**src/rtl/hs_pkg.sv**
```systemverilog
`default_nettype none
// ============================================================================
// Module   : hs_pkg
// Purpose  : Shared constants and types for the hard-swish output packer.
//            c_ACT_WIDTH / c_LANES are the default activation width and
//            lanes per packed word. c_WORD_WIDTH is the resulting packed-word
//            width. hs_state_t is the frame-control state encoding.
// Revision : 1.0  initial release
// ============================================================================
package hs_pkg;

    localparam int c_ACT_WIDTH  = 14;
    localparam int c_LANES      = 4;
    localparam int c_WORD_WIDTH = c_ACT_WIDTH * c_LANES;

    typedef enum logic [1:0] {
        ST_IDLE  = 2'd0,
        ST_PACK  = 2'd1,
        ST_FLUSH = 2'd2,
        ST_DONE  = 2'd3
    } hs_state_t;

endpackage : hs_pkg
`default_nettype wire

```
**src/rtl/hs_word_fifo.sv**
```systemverilog
`default_nettype none
// ============================================================================
// Module   : hs_word_fifo
// Purpose  : Small synchronous FIFO for packed words. A push into a full FIFO
//            is accepted only when a pop happens in the same cycle.
// Ports    : clk, rst      - clock, synchronous active-high reset
//            push/push_data - write request and data
//            pop           - read request (ignored while empty)
//            head          - oldest entry (undefined while empty)
//            full / empty  - occupancy flags
// Revision : 1.0  initial release
// ============================================================================
module hs_word_fifo #(
    parameter int WIDTH = 56,
    parameter int DEPTH = 4
) (
    input  logic             clk,
    input  logic             rst,
    input  logic             push,
    input  logic [WIDTH-1:0] push_data,
    input  logic             pop,
    output logic [WIDTH-1:0] head,
    output logic             full,
    output logic             empty
);

    localparam int c_AW = (DEPTH > 1) ? $clog2(DEPTH) : 1;
    localparam logic [c_AW:0] c_PTR_ONE = {{c_AW{1'b0}}, 1'b1};

    logic [WIDTH-1:0] r_mem [DEPTH];
    // Pointers carry one extra wrap bit to tell full from empty.
    logic [c_AW:0]    r_wr_ptr;
    logic [c_AW:0]    r_rd_ptr;
    logic             w_do_push;
    logic             w_do_pop;

    assign empty = (r_wr_ptr == r_rd_ptr);
    assign full  = (r_wr_ptr[c_AW] != r_rd_ptr[c_AW]) &&
                   (r_wr_ptr[c_AW-1:0] == r_rd_ptr[c_AW-1:0]);

    assign w_do_pop  = pop && !empty;
    // A simultaneous pop frees the slot, so a full FIFO can still take a push.
    assign w_do_push = push && (!full || w_do_pop);

    assign head = r_mem[r_rd_ptr[c_AW-1:0]];

    always_ff @(posedge clk) begin
        if (rst) begin
            r_wr_ptr <= '0;
            r_rd_ptr <= '0;
        end else begin
            if (w_do_push) begin
                r_wr_ptr <= r_wr_ptr + c_PTR_ONE;
            end
            if (w_do_pop) begin
                r_rd_ptr <= r_rd_ptr + c_PTR_ONE;
            end
        end
    end

    // Storage needs no reset: contents are only visible through valid pointers.
    always_ff @(posedge clk) begin
        if (w_do_push) begin
            r_mem[r_wr_ptr[c_AW-1:0]] <= push_data;
        end
    end

endmodule : hs_word_fifo
`default_nettype wire

```
**src/rtl/hs_out_packer.sv**
```systemverilog
`default_nettype none
// ============================================================================
// Module   : hs_out_packer
// Purpose  : Consumer end of the hard-swish activation stream. Packs LANES
//            activations per word (lane 0 in the LSBs), queues words in a
//            small FIFO and writes them to the output buffer at an
//            auto-incrementing address. A start pulse arms a frame of
//            frame_len activations; the final partial word is zero-padded.
// Ports    : clk, rst                 - clock, synchronous active-high reset
//            en, act_in, act_valid    - activation stream (no backpressure)
//            start, frame_len, base_addr - frame arm / configuration
//            wr_data, wr_addr, wr_en, wr_ready - buffer write handshake
//            busy, done, overflow     - status
//            checksum                 - only with HS_PACK_CHECKSUM_EN
// Macro    : HS_PACK_CHECKSUM_EN adds the signed running-sum checksum output.
// Revision : 1.0  initial release
// ============================================================================
module hs_out_packer
    import hs_pkg::*;
#(
    parameter int ACT_WIDTH  = c_ACT_WIDTH,
    parameter int LANES      = c_LANES,
    parameter int ADDR_WIDTH = 12,
    parameter int CNT_WIDTH  = 16,
    parameter int FIFO_DEPTH = 4
) (
    input  logic                         clk,
    input  logic                         rst,
    input  logic                         en,
    input  logic                         start,
    input  logic [CNT_WIDTH-1:0]         frame_len,
    input  logic [ADDR_WIDTH-1:0]        base_addr,
    input  logic [ACT_WIDTH-1:0]         act_in,
    input  logic                         act_valid,
    output logic [LANES*ACT_WIDTH-1:0]   wr_data,
    output logic [ADDR_WIDTH-1:0]        wr_addr,
    output logic                         wr_en,
    input  logic                         wr_ready,
    output logic                         busy,
    output logic                         done,
    output logic                         overflow
`ifdef HS_PACK_CHECKSUM_EN
    ,
    output logic [ACT_WIDTH+3:0]         checksum
`endif
);

    localparam int c_WORD_W = LANES * ACT_WIDTH;
    localparam int c_LANE_W = (LANES > 1) ? $clog2(LANES) : 1;

    hs_state_t               r_state;
    hs_state_t               w_state_nxt;

    logic [c_LANE_W-1:0]     r_lane_cnt;
    logic [c_WORD_W-1:0]     r_lanes;
    logic [c_WORD_W-1:0]     w_lanes_ins;
    logic [c_WORD_W-1:0]     r_word;
    logic                    r_push;
    logic [CNT_WIDTH-1:0]    r_cnt;
    logic [CNT_WIDTH-1:0]    r_len;
    logic [ADDR_WIDTH-1:0]   r_wr_addr;
    logic                    r_overflow;

    logic                    w_start_ok;
    logic                    w_acc;
    logic                    w_drop_act;
    logic                    w_last_act;
    logic                    w_word_end;
    logic                    w_pop;
    logic                    w_full;
    logic                    w_empty;
    logic                    w_fifo_drop;
    logic [c_WORD_W-1:0]     w_head;

    assign w_start_ok  = start && ((r_state == ST_IDLE) || (r_state == ST_DONE));
    assign w_acc       = act_valid && en && (r_state == ST_PACK);
    assign w_drop_act  = act_valid && en && (r_state != ST_PACK);
    assign w_last_act  = (r_cnt == (r_len - CNT_WIDTH'(1)));
    assign w_word_end  = w_acc && ((r_lane_cnt == c_LANE_W'(LANES - 1)) || w_last_act);
    assign w_pop       = wr_en && wr_ready;
    assign w_fifo_drop = r_push && w_full && !w_pop;

    // Current lane register with the incoming activation dropped into its lane.
    for (genvar g = 0; g < LANES; g++) begin : g_lane
        assign w_lanes_ins[g*ACT_WIDTH +: ACT_WIDTH] =
            (r_lane_cnt == c_LANE_W'(g)) ? act_in : r_lanes[g*ACT_WIDTH +: ACT_WIDTH];
    end

    // ------------------------------------------------------------------
    // Frame control FSM
    // ------------------------------------------------------------------
    always_ff @(posedge clk) begin
        if (rst) begin
            r_state <= ST_IDLE;
        end else begin
            r_state <= w_state_nxt;
        end
    end

    always_comb begin
        w_state_nxt = r_state;
        busy        = 1'b0;
        done        = 1'b0;
        case (r_state)
            ST_IDLE: begin
                if (w_start_ok) begin
                    w_state_nxt = ST_PACK;
                end
            end
            ST_PACK: begin
                busy = 1'b1;
                if (w_acc && w_last_act) begin
                    w_state_nxt = ST_FLUSH;
                end
            end
            ST_FLUSH: begin
                busy = 1'b1;
                // The staged final word must have reached the FIFO and drained.
                if (!r_push && w_empty) begin
                    w_state_nxt = ST_DONE;
                end
            end
            ST_DONE: begin
                done        = 1'b1;
                w_state_nxt = w_start_ok ? ST_PACK : ST_IDLE;
            end
            default: begin
                w_state_nxt = ST_IDLE;
            end
        endcase
    end

    // ------------------------------------------------------------------
    // Packing datapath, address and sticky overflow
    // ------------------------------------------------------------------
    always_ff @(posedge clk) begin
        if (rst) begin
            r_lane_cnt <= '0;
            r_lanes    <= '0;
            r_word     <= '0;
            r_push     <= 1'b0;
            r_cnt      <= '0;
            r_len      <= '0;
            r_wr_addr  <= '0;
            r_overflow <= 1'b0;
        end else begin
            // Completed words are staged one cycle before entering the FIFO.
            r_push <= w_word_end;
            if (w_word_end) begin
                r_word <= w_lanes_ins;
            end

            if (w_start_ok) begin
                r_len      <= (frame_len == '0) ? CNT_WIDTH'(1) : frame_len;
                r_cnt      <= '0;
                r_lane_cnt <= '0;
                r_lanes    <= '0;
                r_wr_addr  <= base_addr;
                r_overflow <= 1'b0;
            end else begin
                if (w_acc) begin
                    if (r_cnt != r_len) begin
                        r_cnt <= r_cnt + CNT_WIDTH'(1);
                    end
                    if (w_word_end) begin
                        r_lanes    <= '0;
                        r_lane_cnt <= '0;
                    end else begin
                        r_lanes    <= w_lanes_ins;
                        r_lane_cnt <= r_lane_cnt + c_LANE_W'(1);
                    end
                end
                if (w_pop) begin
                    r_wr_addr <= r_wr_addr + ADDR_WIDTH'(1);
                end
                if (w_drop_act || w_fifo_drop) begin
                    r_overflow <= 1'b1;
                end
            end
        end
    end

    hs_word_fifo #(
        .WIDTH (c_WORD_W),
        .DEPTH (FIFO_DEPTH)
    ) u_fifo (
        .clk       (clk),
        .rst       (rst),
        .push      (r_push),
        .push_data (r_word),
        .pop       (w_pop),
        .head      (w_head),
        .full      (w_full),
        .empty     (w_empty)
    );

    assign wr_en    = !w_empty;
    // Mask the head while empty so the bus never shows stale storage.
    assign wr_data  = w_empty ? '0 : w_head;
    assign wr_addr  = r_wr_addr;
    assign overflow = r_overflow;

`ifdef HS_PACK_CHECKSUM_EN
    logic signed [ACT_WIDTH+3:0] r_sum;

    always_ff @(posedge clk) begin
        if (rst) begin
            r_sum <= '0;
        end else if (w_start_ok) begin
            r_sum <= '0;
        end else if (w_acc) begin
            r_sum <= r_sum + $signed({{4{act_in[ACT_WIDTH-1]}}, act_in});
        end
    end

    assign checksum = r_sum;
`endif

endmodule : hs_out_packer
`default_nettype wire

```
**config.mk**
```make
export PLATFORM = sky130hd
export DESIGN_NAME = hs_out_packer
export DESIGN_NICKNAME = d
export VERILOG_FILES = /design/src/rtl/hs_pkg.sv /design/src/rtl/hs_word_fifo.sv /design/src/rtl/hs_out_packer.sv
export SDC_FILE = /design/constraint.sdc
export NUM_CORES = 1
export LEC_CHECK = 0
export BUFFER_PORTS_ARGS = -buffer_cell sky130_fd_sc_hd__buf_2
export CORE_ASPECT_RATIO = 0.75
export CORE_MARGIN = 2
export CORE_UTILIZATION = 30
export DETAILED_ROUTE_END_ITERATION = 10
export GPL_TIMING_DRIVEN = 0
export MAX_ROUTING_LAYER = met4
export PLACE_DENSITY = 0.47
export SYNTH_ARGS = -nofsm -noshare
export SYNTH_HDL_FRONTEND = slang
export SYNTH_SLANG_ARGS = --single-unit
```
**constraint.sdc**
```tcl
create_clock -name clk -period 6.8 [get_ports clk]
set_input_delay 1.36 -clock clk [delete_from_list [all_inputs] [get_ports clk]]
set_output_delay 1.36 -clock clk [all_outputs]
set_load 0.01 [all_outputs]
```
==> summary.txt <==
Placed design
  • Post-placement setup slack: 2.46 ns
  • Post-placement cell area: 17600 um^2
  • Quantity of I/O buffers inserted on ports: 119
  • Weighted congestion at the end of routability-driven global placement: 0.820
  • Detail Placement HPWL: 27600 um

Global routing
  • Maximum number of pins on one net before global-route repair: 25
  • Overall global routing resource usage: 15.3%
  • Wire length of the first global-routing pass: 62000 um
  • Antenna violations before repair: 4
  • Via count of the first global-routing pass: 9945
  • Total overflow reported by the global router: 0

Setup path
  • Signal arrival time at the worst endpoint: 3.43 ns
  • Kind of end point of the critical path: output port
  • Required time reported for the critical path endpoint: 5.44 ns
  • Category of the critical setup timing path: flip-flop to output port
  • Top fanout value on the critical path: 10
  • Startpoint class of the critical path: flip-flop
  • Critical R2R Capture: r_word[52]
  • Reg-to-reg slack, setup: 2.99 ns
  • Critical R2R Launch: r_len[0]
  • Logic depth of the worst register-to-register path: 13

Synthesis
  • Count of flip-flops with a built-in enable after synthesis: 224
  • Fraction of the yosys area taken by sequential cells: 63.8%
  • Most frequently used cell type in the post-synthesis netlist: sky130_fd_sc_hd__edfxtp_1
  • Cell Area, Synth: 15900 um^2
  • Top cell type by total area after synthesis: sky130_fd_sc_hd__edfxtp_1
  • Synth async-reset ratio: 0%
  • Most common flop cell mapped by yosys: sky130_fd_sc_hd__edfxtp_1
  • Synthesized flop and latch total: 394
  • Synthesized net count: 1200
  • Top cells by count, synth: sky130_fd_sc_hd__edfxtp_1, sky130_fd_sc_hd__dfxtp_1, sky130_fd_sc_hd__nor2_1
  • Top post-synthesis cells by area: sky130_fd_sc_hd__edfxtp_1, sky130_fd_sc_hd__dfxtp_1, sky130_fd_sc_hd__mux4_2
  • Library cells used by synthesis: 57
  • Yosys warns: 0
  • Share of the synthesized area in the top cell type: 42.4%
  • Number of standard cells after synthesis: 1136
  • Avg Synthesized Cell Area: 14.0 um^2

Drt
  • Violation count after the first detailed-routing iteration: 732
  • Post-detailed-route DRC marker count: 0
  • Mean number of vias per cell: 4.75
  • Wire length per cell: 19.6 um
  • Total wire length after detailed routing: 40200 um
  • Vias after detailed routing: 9724
  • Pre-Repair DR Iteration Count: 5
  • Count of nets left with antenna violations after detail routing: 0

STA
  • RSZ-0062 raised after global routing: false
  • Final setup vio count: 0
  • F_max: 209 MHz
  • Transition time at the pin with the least slew margin: 1.12 ns
  • Final period util: 70.5%
  • Final period demand of the worst path: 4.79 ns
  • Final hold vios: 0
  • Pins Over Slew Limit: 0
  • Smallest setup slack after layout: 2.01 ns
  • Post-Route Hold Slack: 0.478 ns
  • Worst slew slack as a fraction of its limit: 25.6%
  • Clock Skews: 0.0192 ns

Layout
  • Number of nets at the end of the flow: 1370
  • Layout area overhead: 18.8%
  • Layout cell share with drive strength beyond 1: 20.7%
  • Finished Cell Area: 18900 um^2
  • Core utilization of the finished layout: 36.4%

Clock tree
  • TritonCTS clock tree: yes
  • Max Root-Sink Buffers: 3
  • CTS sink count: 394
  • CTS Buf Count: 41
  • Clock-pin transition on the worst setup and hold timing paths: 0.06 ns
  • Worst skew pair latency: 0.57 ns
  • Post-CTS Hold Buffers: 0
  • Post_cts resized: 0
  • H-tree depth reported by CTS: 2
  • Cell at the root of the clock tree: sky130_fd_sc_hd__clkbuf_16
  • Setup repair bufs after CTS: 0

Die
  • Initial cell density of the core: 30.6%
  • Die Y: 203 um
  • Die X-Extent: 270 um
  • Full die area: 54800 um^2
  • I/O Pins: 120
  • Cell Rows: 72
  • Area of the core region: 51900 um^2

Power and ir drop
  • Total design power: 5.35 mW
  • Sw frac: 25.6%
  • Share of total power in sequential cells: 48.6%
  • Portion of total power attributed to combinational logic: 10.6%
  • Clock Power Share: 40.9%
  • Power Dens Cells: 284 nW/um^2
  • Largest voltage drop on the vdd net: 0.000157 V
  • Static Leak: 6.64 nW
  • Internal power: 3.98 mW
  • Net Switching: 1.37 mW

Worst hold path
  • Hold path endpoint: r_lanes[8]
  • Number of cells traversed by the worst hold path: 1
  • Class of the tightest hold or removal check: flip-flop to flip-flop
  • Start point of the worst hold path: r_lanes[8]

Run status
  • Outcome: completed

Flow run
  • Number of maximum-capacitance constraint violations: 0
-- layout make-up --
cell class              instances  area [um^2]
well taps                     703          880
fillers                      5026        33000
flip-flops and latches        394        10100
plain buffers                  74          328
diodes                          4         10.0
inverters                      16         60.1
repair buffers                127          763
clock buffers                  55         1150
multi-input cells             652         5400
clock inverters                21          155
-- per-stage QoR --
stage / setup TNS, ns / instances
2_1_floorplan: 0 / 1136
3_3_place_gp: -63.63 / 1958
3_5_place_dp: 0 / 1966
4_1_cts: 0 / 2042
5_1_grt: 0 / 2045
6_report: 0 / 2046
-- cells by family (layout without fill, tap and decap cells) --
family / after synthesis / after routing / share of synthesized area (%)
compound gates: 168 / 168 / 8.30
xor+xnor: 48 / 48 / 2.65
fa+ha+maj: 16 / 16 / 1.26
buf+inv: 90 / 293 / 2.44
flops: 394 / 394 / 63.8
mux: 118 / 118 / 11.8
other cells: 0 / 4 / 0
simple gates: 302 / 302 / 9.73
-- state kept, by name, summed over array words and instances, names as in the netlist, named ones only --
signal	flops
u_fifo.r_rd_ptr	3
r_cnt	16
r_lane_cnt	2
wr_addr	12
r_lanes	56
r_state	2
overflow	1
r_push	1
u_fifo.r_wr_ptr	3
r_len	16
r_word	56
u_fifo.r_mem	224
-- power by group through the flow --
| stage | logic (mW) | clock network [mW] | registers, mW |
|---|---|---|---|
| finish | 0.566 | 2.19 | 2.60 |
| global route | 0.629 | 2.34 | 2.60 |
| CTS | 0.565 | 2.25 | 2.60 |
| detailed placement | 0.561 | 0 | 2.65 |
| global placement | 0.559 | 0 | 2.65 |
| floorplan | 0.373 | 0 | 2.64 |
-- worst max-delay path, stage by stage (launching register included) --
cell,delay (ns)
sky130_fd_sc_hd__dfxtp_1,0.32
sky130_fd_sc_hd__clkbuf_1,0.82
sky130_fd_sc_hd__buf_1,0.80
sky130_fd_sc_hd__mux4_2,0.59
sky130_fd_sc_hd__and2_1,0.19
sky130_fd_sc_hd__buf_2,0.14
-- per-layer routing --
| layer | share of wire [%] | global-route usage (%) | vias up |
|---|---|---|---|
| li1 | - | - | 4672 |
| met1 | 50 | 21.6 | 4836 |
| met2 | 44 | 22.6 | 160 |
| met3 | 4.5 | 2.84 | 56 |
| met4 | 1.8 | 3.81 | 0 |
| met5 | 0 | - | - |
-- how the worst max path moves through the flow --
stage                          end  slack, ns  cells past startpoint       from
3_5_place_dp           wr_data[17]       2.46                      5  flip-flop
4_1_cts                wr_data[17]       1.85                      5  flip-flop
2_1_floorplan   u_fifo.r_mem[3][0]       2.21                      4   wr_ready
6_report               wr_data[17]       2.01                      5  flip-flop
3_3_place_gp   u_fifo.r_mem[3][36]      -0.37                      5   wr_ready
5_1_grt                wr_data[23]       1.68                      5  flip-flop
-- cells in the final DEF, fill, tap and decap left out, types with 19 or more instances in the layout --
cell and instances:
sky130_fd_sc_hd__mux2i_1 62, sky130_fd_sc_hd__and2_1 58, sky130_fd_sc_hd__buf_2 134, sky130_fd_sc_hd__xor2_1 23, sky130_fd_sc_hd__xnor2_1 25, sky130_fd_sc_hd__dfxtp_1 170
sky130_fd_sc_hd__clkbuf_16 42, sky130_fd_sc_hd__and3_1 19, sky130_fd_sc_hd__mux4_2 56, sky130_fd_sc_hd__clkbuf_1 56, sky130_fd_sc_hd__a22o_1 53, sky130_fd_sc_hd__edfxtp_1 224
sky130_fd_sc_hd__nor2_1 109, sky130_fd_sc_hd__a211oi_1 66, sky130_fd_sc_hd__nand2_1 28
Power figures use the tool's default switching activity.
